`src/rtl/mem_fifo_ctrl.sv`:
```
// Streaming FIFO controller driving an external single-port mem as storage,
// with a registered output stage; capacity is DEPTH mem words plus the output register.
module mem_fifo_ctrl #(
  parameter int ADDR = 4,
  parameter int WORD = 4
) (
  input  logic            clk,
  input  logic            rst_n,
  input  logic            in_valid,
  output logic            in_ready,
  input  logic [WORD-1:0] in_data,
  output logic            out_valid,
  input  logic            out_ready,
  output logic [WORD-1:0] out_data,
  output logic [ADDR-1:0] mem_addr,
  output logic [WORD-1:0] mem_data_in,
  output logic            mem_wr,
  input  logic [WORD-1:0] mem_data_out,
  output logic [ADDR:0]   level
);

  localparam logic [ADDR:0] DEPTH_W = (ADDR+1)'(1 << ADDR);

  typedef enum logic [1:0] {
    OP_IDLE,
    OP_REFILL,
    OP_BYPASS,
    OP_WRITE
  } op_t;

  op_t             op;
  logic [ADDR-1:0] rd_ptr;
  logic [ADDR-1:0] wr_ptr;
  logic [ADDR:0]   mcount;
  logic            slot_free;

  assign slot_free = !out_valid || out_ready;

  // One mem access per cycle; a pending refill always beats an upstream write.
  always_comb begin
    op = OP_IDLE;
    if (rst_n) begin
      if (slot_free && mcount != '0)
        op = OP_REFILL;
      else if (slot_free && in_valid)
        op = OP_BYPASS;
      else if (!slot_free && in_valid && mcount < DEPTH_W)
        op = OP_WRITE;
    end
  end

  always_comb begin
    in_ready    = (op == OP_BYPASS) || (op == OP_WRITE);
    mem_wr      = (op == OP_WRITE);
    mem_addr    = (op == OP_WRITE) ? wr_ptr : rd_ptr;
    mem_data_in = in_data;
  end

  always_ff @(posedge clk) begin
    if (!rst_n) begin
      rd_ptr    <= '0;
      wr_ptr    <= '0;
      mcount    <= '0;
      out_valid <= 1'b0;
      out_data  <= '0;
    end else begin
      case (op)
        OP_REFILL: begin
          out_data  <= mem_data_out;
          out_valid <= 1'b1;
          rd_ptr    <= rd_ptr + 1'b1;
          mcount    <= mcount - 1'b1;
        end
        OP_BYPASS: begin
          out_data  <= in_data;
          out_valid <= 1'b1;
        end
        OP_WRITE: begin
          wr_ptr <= wr_ptr + 1'b1;
          mcount <= mcount + 1'b1;
        end
        default: begin
          if (out_valid && out_ready)
            out_valid <= 1'b0;
        end
      endcase
    end
  end

  assign level = mcount + {{ADDR{1'b0}}, out_valid};

endmodule

```
`config.mk`:
```
export PLATFORM = sky130hd
export DESIGN_NAME = mem_fifo_ctrl
export DESIGN_NICKNAME = d
export VERILOG_FILES = /design/src/rtl/mem_fifo_ctrl.sv
export SDC_FILE = /design/constraint.sdc
export NUM_CORES = 1
export LEC_CHECK = 0
export ABC_CLOCK_PERIOD_IN_PS = 3000
export CORE_ASPECT_RATIO = 1.2
export CORE_MARGIN = 4
export CORE_UTILIZATION = 48
export CTS_BUF_LIST = sky130_fd_sc_hd__clkbuf_4 sky130_fd_sc_hd__clkbuf_8
export CTS_CLUSTER_SIZE = 40
export DETAILED_ROUTE_END_ITERATION = 10
export PLACE_DENSITY_LB_ADDON = 0.12
export RECOVER_POWER = 100
export SLEW_MARGIN = 5
export SYNTH_ARGS = -nofsm -noshare
export SYNTH_HDL_FRONTEND = slang
export SYNTH_SLANG_ARGS = --single-unit
```
`constraint.sdc`:
```
create_clock -name clk -period 3 [get_ports clk]
set_clock_uncertainty 0.15 [all_clocks]
set_input_delay 0.3 -clock clk [delete_from_list [all_inputs] [get_ports clk]]
set_output_delay 0.3 -clock clk [all_outputs]
set_load 0.05 [all_outputs]
```
Word level (Yosys, flattened, before mapping) --
Index checks and enable logic that the tools add are counted.
Cells by class: eq/ne operators 3, multiplexer cells 9, magnitude comparators 1, bitwise logic cells 1, reduce and logical (&&, ||, !) cells 15, $add $sub $neg 5
Operator list (count):
- one-hot mux 5 bit (2 select lines) | 1
- adder 4 x 1 -> 4 bit, second input constant | 2
- two-way mux 2 bit | 4
- one-hot mux 4 bit (2 select lines) | 1
- nonzero test 2 bit | 3
- adder 5 x 1 -> 5 bit | 1
- adder 5 x 1 -> 5 bit, second input constant | 1
- logical AND 1 bit | 5
- less-than comparator 5 bit, second input constant | 1
- nonzero test 5 bit | 1
- subtractor 5 x 1 -> 5 bit, second input constant | 1
- == test 2 bit, second input constant | 2
- two-way mux 4 bit | 1
- == test 2 x 1 -> 1 bit, second input constant | 1
- zero test 1 bit | 2
- logical OR 1 bit | 2
- one-hot mux 1 bit (2 select lines) | 1
- AND reduction 2 bit | 1
- OR reduction 2 bit | 1
- two-way mux 1 bit | 1
- NOT 1 bit | 1
Storage, ports and cells: output and inout bits 20, bits in registers 18, input bits 12, word-level logic and storage cells 39

Depth between registers and ports, before layout --
word-level depth 13, depth in mapped cells 9, mapped depth without buffers 7

Worst setup path after synthesis --
OpenSTA, ideal clock, no wires.
kind register to register, from reg out_valid, to reg mcount[4], path buffers 1, stages on the path, launching flop included 9, period minus slack after synthesis 2.908 ns, arrival 2.644 ns, data required time 2.735 ns, setup time 0.115 ns, slack 0.092 ns, cell sequence dfxtp_1 > or3b_1 > or2_2 > buf_2 > fa_1 > a21o_1 > a21oi_1 > mux2i_1 > o21a_1
On the way: cells in the longest elaborated chain, start to end 11, elaborated cells between the ends (all ways) 15, those cells by class eq/ne (2); mux (5); reduce/logical (8)
RTL lines:
- start, declared | RTL line 12 | output logic out_valid,
- start signal, assigned | RTL line 64 | out_valid <= 1'b0;
- start signal, assigned | RTL line 70 | out_valid <= 1'b1;
- start signal, assigned | RTL line 76 | out_valid <= 1'b1;
- zero test 1 bit * | RTL line 37 | assign slot_free = !out_valid || out_ready;
- logical OR 1 bit * | RTL line 37
- zero test 1 bit | RTL line 47 | else if (!slot_free && in_valid && mcount < DEPTH_W)
- logical AND 1 bit (2 in series) | RTL line 47
- two-way mux 2 bit | RTL line 47
- two-way mux 2 bit | RTL line 45 | else if (slot_free && in_valid)
- two-way mux 2 bit * | RTL line 43 | if (slot_free && mcount != '0)
- two-way mux 2 bit * | RTL line 42 | if (rst_n) begin
- == test 2 bit / == test 2 x 1 -> 1 bit (equally long branches) | RTL line 67 | case (op)
- one-hot mux 5 bit (2 select lines) / nonzero test 2 bit (equally long branches)
- end signal, assigned | RTL line 72 | mcount <= mcount - 1'b1;
- end signal, assigned | RTL line 80 | mcount <= mcount + 1'b1;
- end, declared | RTL line 34 | logic [ADDR:0] mcount;
Every way passes the cells marked *; elsewhere a longest branch is shown, timed or not. A chain may end at the register's enable or synchronous reset.

Final worst setup path --
from in out_ready, to out mem_wr
On the way: cells in the longest elaborated chain, start to end 9, elaborated cells between the ends (all ways) 11, those cells by class eq/ne (1); mux (4); reduce/logical (6)
RTL lines:
- start, declared | RTL line 13 | input logic out_ready,
- logical OR 1 bit * | RTL line 37
- zero test 1 bit | RTL line 47
- logical AND 1 bit (2 in series) | RTL line 47
- two-way mux 2 bit | RTL line 47
- two-way mux 2 bit | RTL line 45
- two-way mux 2 bit * | RTL line 43
- two-way mux 2 bit * | RTL line 42
- == test 2 bit * | RTL line 54 | mem_wr = (op == OP_WRITE);
- end, declared | RTL line 17 | output logic mem_wr,
Marked as above.

==> impl_results.md <==
* Sum of negative setup slack at 0 ns
* Die width at 51.5 um
* CTS Buf Count at 3
* Root Buffer: clkbuf_4
* Final nets at 176
* Worst Tran Pin Value at 1.13 ns
* Hold_sp: out_data[3]
* Leading cell types in the layout, fill and taps excluded: dfxtp_1 (18), nand2_1 (16), dlygate4sd3_1 (14)
* Residual DRC count at 0
* Area share of the largest cell type after synthesis at 33.0%
* Worst setup SP type: primary input
* Outcome: complete, no violations
* # rows at 18
* CP required at 2.55 ns
* Clock network power share at 9.2%
* ANT cells at 0
* Largest net degree at the start of global routing at 13
* DR iter-0 viols at 4
* Total gr overflow at 0
* Drt via density at 5.23
* Sequential element share of the synthesized area at 33.0%
* Wirelength per Cell at 13.0 um
* DP Wirelength at 1.92 mm
* Mapped Cells at 126
* CTS tree: done
* Share of total power consumed by net switching at 50.8%
* Cell leakage power at 0.602 nW
* Postcts setup bufs at 0
* Peak Freq at 362 MHz
* CTS HTree Levels at 1
* Final Power at 1.29 mW
* Worst slew margin at 23.6%
* Maximum clock insertion buffer count at 2
* Aggregate global-route resource usage at 17.2%
* DRT Wirelength at 2.39 mm
* First-pass GRT wire length at 4.11 mm
* FF+latch count, synth at 18
* Post-CTS sizing at 0
* Post-synth design cell area at 1090 um2
* PD cells at 929 nW/um2
* CTS Hold Bufs at 0
* Final hold violations at 0
* Tmin final at 2.76 ns
* Seq pwr share at 28.2%
* Pre-CTS setup slack at 0.108 ns
* Reg-to-reg endpoint: mcount[4]
* Peak supply drop at 0.000496 V
* Final period util at 92.1%
* Drt first pass iters at 3
* Clock latency at the later pin of the worst-skew pair at 0.29 ns
* Initial antenna violation count at 0
* Post-route ant nets at 0
* Crit. End Element: output port
* Post-route cell area at 1390 um2
* Mean Syn Cell Area at 8.67 um2
* R2r setup slk at 0.33 ns
* Io pins at 32
* Worst Reg-to-Reg Cells at 4
* Ranking of synthesized cells by area: dfxtp_1 (33%), ha_1 (8.0%), xnor2_1 (5.6%)
* Arr. time, crit path at 2.31 ns
* Placed cell areas at 1460 um2
* Syn_nets at 146
* Die area at 3110 um2
* Final Slew Violations at 0
* Largest area contributor in the netlist: dfxtp_1
* Hold path cells at 2
* Most common cell after layout, fill and taps aside: dfxtp_1
* Comb pwr share at 62.6%
* Clk sinks at 18
* Synthesis-to-layout area growth at 27.0%
* Initial Utilization at 51.6%
* CTS clock-pin slew for the worst setup and hold paths at 0.10 ns
* Hold EP: out_data[3]
* Final worst slack at 0.238 ns
* Hold Crit Class: flip-flop to flip-flop
* RSZ-0062 raised after global routing: no
* GPL Wtd Cong at 0.841
* Sw Pwr at 0.655 mW
* RR Startpoint: mcount[1]
* Die Y at 60.3 um
* Port bufs at 31
* Synth cell types at 34
* CP Class: primary input to output port
* Vias in the first global route at 985
* Share of cells above drive strength 1 at 9.74%
* Vias after detailed routing at 963
* Final setup vio count at 0
* YS warnings at 0
* CP max FO at 12
* Power Internal at 0.635 mW
* Core Box Area at 2120 um2
* Total of max-cap violations at 0
[power by group through the flow]
stage / Combinational, mW / Clock [mW] / Sequential (mW)
after detailed placement: 0.901 / 0 / 0.372
final: 0.807 / 0.119 / 0.364
after global placement: 0.889 / 0 / 0.368
after floorplan: 0.609 / 0 / 0.423
after global routing: 0.872 / 0.132 / 0.373
after CTS: 0.907 / 0.122 / 0.366
[registers in the layout (all words and copies together) (netlist names)]
signal,count
mcount,5
wr_ptr,4
rd_ptr,4
out_data,4
out_valid,1
[routing by layer]
metal  vias to the layer above  GRT usage (%)  part of all wire [%]
met5                         -              0                     0
met3                         5           4.49                   5.0
met2                        23           29.5                    50
li1                        488              -                     -
met1                       447           20.5                    43
met4                         0           6.74                   1.6
[final cells by class]
| cell class | instances | area [um2] |
|---|---|---|
| clock buffer | 3 | 22.5 |
| fill | 200 | 729 |
| timing repair buffer | 35 | 309 |
| tap | 30 | 37.5 |
| sequential | 18 | 360 |
| inverter | 4 | 15.0 |
| multi-input combinational | 94 | 643 |
[cell usage after synthesis, drive strengths merged]
library cell,number
dfxtp,18
nand2,16
nor2,10
buf,7
ha,7
xnor2,7
mux2i,6
o21ai,6
nand2b,5
a211oi,4
a21oi,4
nand3,4
nand4,4
nor3,4
o21a,4
clkbuf,3
inv,3
xor2,3
a21o,2
a31oi,1
and2,1
clkinv,1
fa,1
o211ai,1
o31a,1
or2,1
or3b,1
or4,1
[metrics by stage]
stage,util (%),hold WS (ns),instances
2_1_floorplan,-,0.316,126
5_1_grt,65.5,0.388,184
4_1_cts,69.8,0.356,184
3_5_place_dp,68.7,0.345,181
6_report,65.5,0.351,184
3_3_place_gp,68.7,0.336,181
[critical path, stage by stage]
cell	delay, ns
clkdlybuf4s50_1	0.41
or3b_1	0.42
or2_2	0.35
buf_4	0.20
clkinv_1	0.14
clkbuf_1	0.49
[logic make-up after synthesis]
family	count (synthesis)	share of synthesized area, %
compound gates	23	14.7
xor+xnor	10	8.02
fa+ha+maj	8	9.85
buf+inv	14	7.10
flops	18	33.0
mux	6	5.50
simple gates	47	21.9
[worst max path at each step]
stage	from	end	slack, ns
after floorplan	out_valid	mcount[4]	0.09
after global placement	out_ready	mcount[4]	0.18
after detailed placement	out_ready	mcount[4]	0.11
after CTS	out_ready	mem_addr[3]	0.35
after global routing	mcount[1]	mcount[4]	0.15
final	out_ready	mem_wr	0.24
Power figures use the tool's default switching activity.
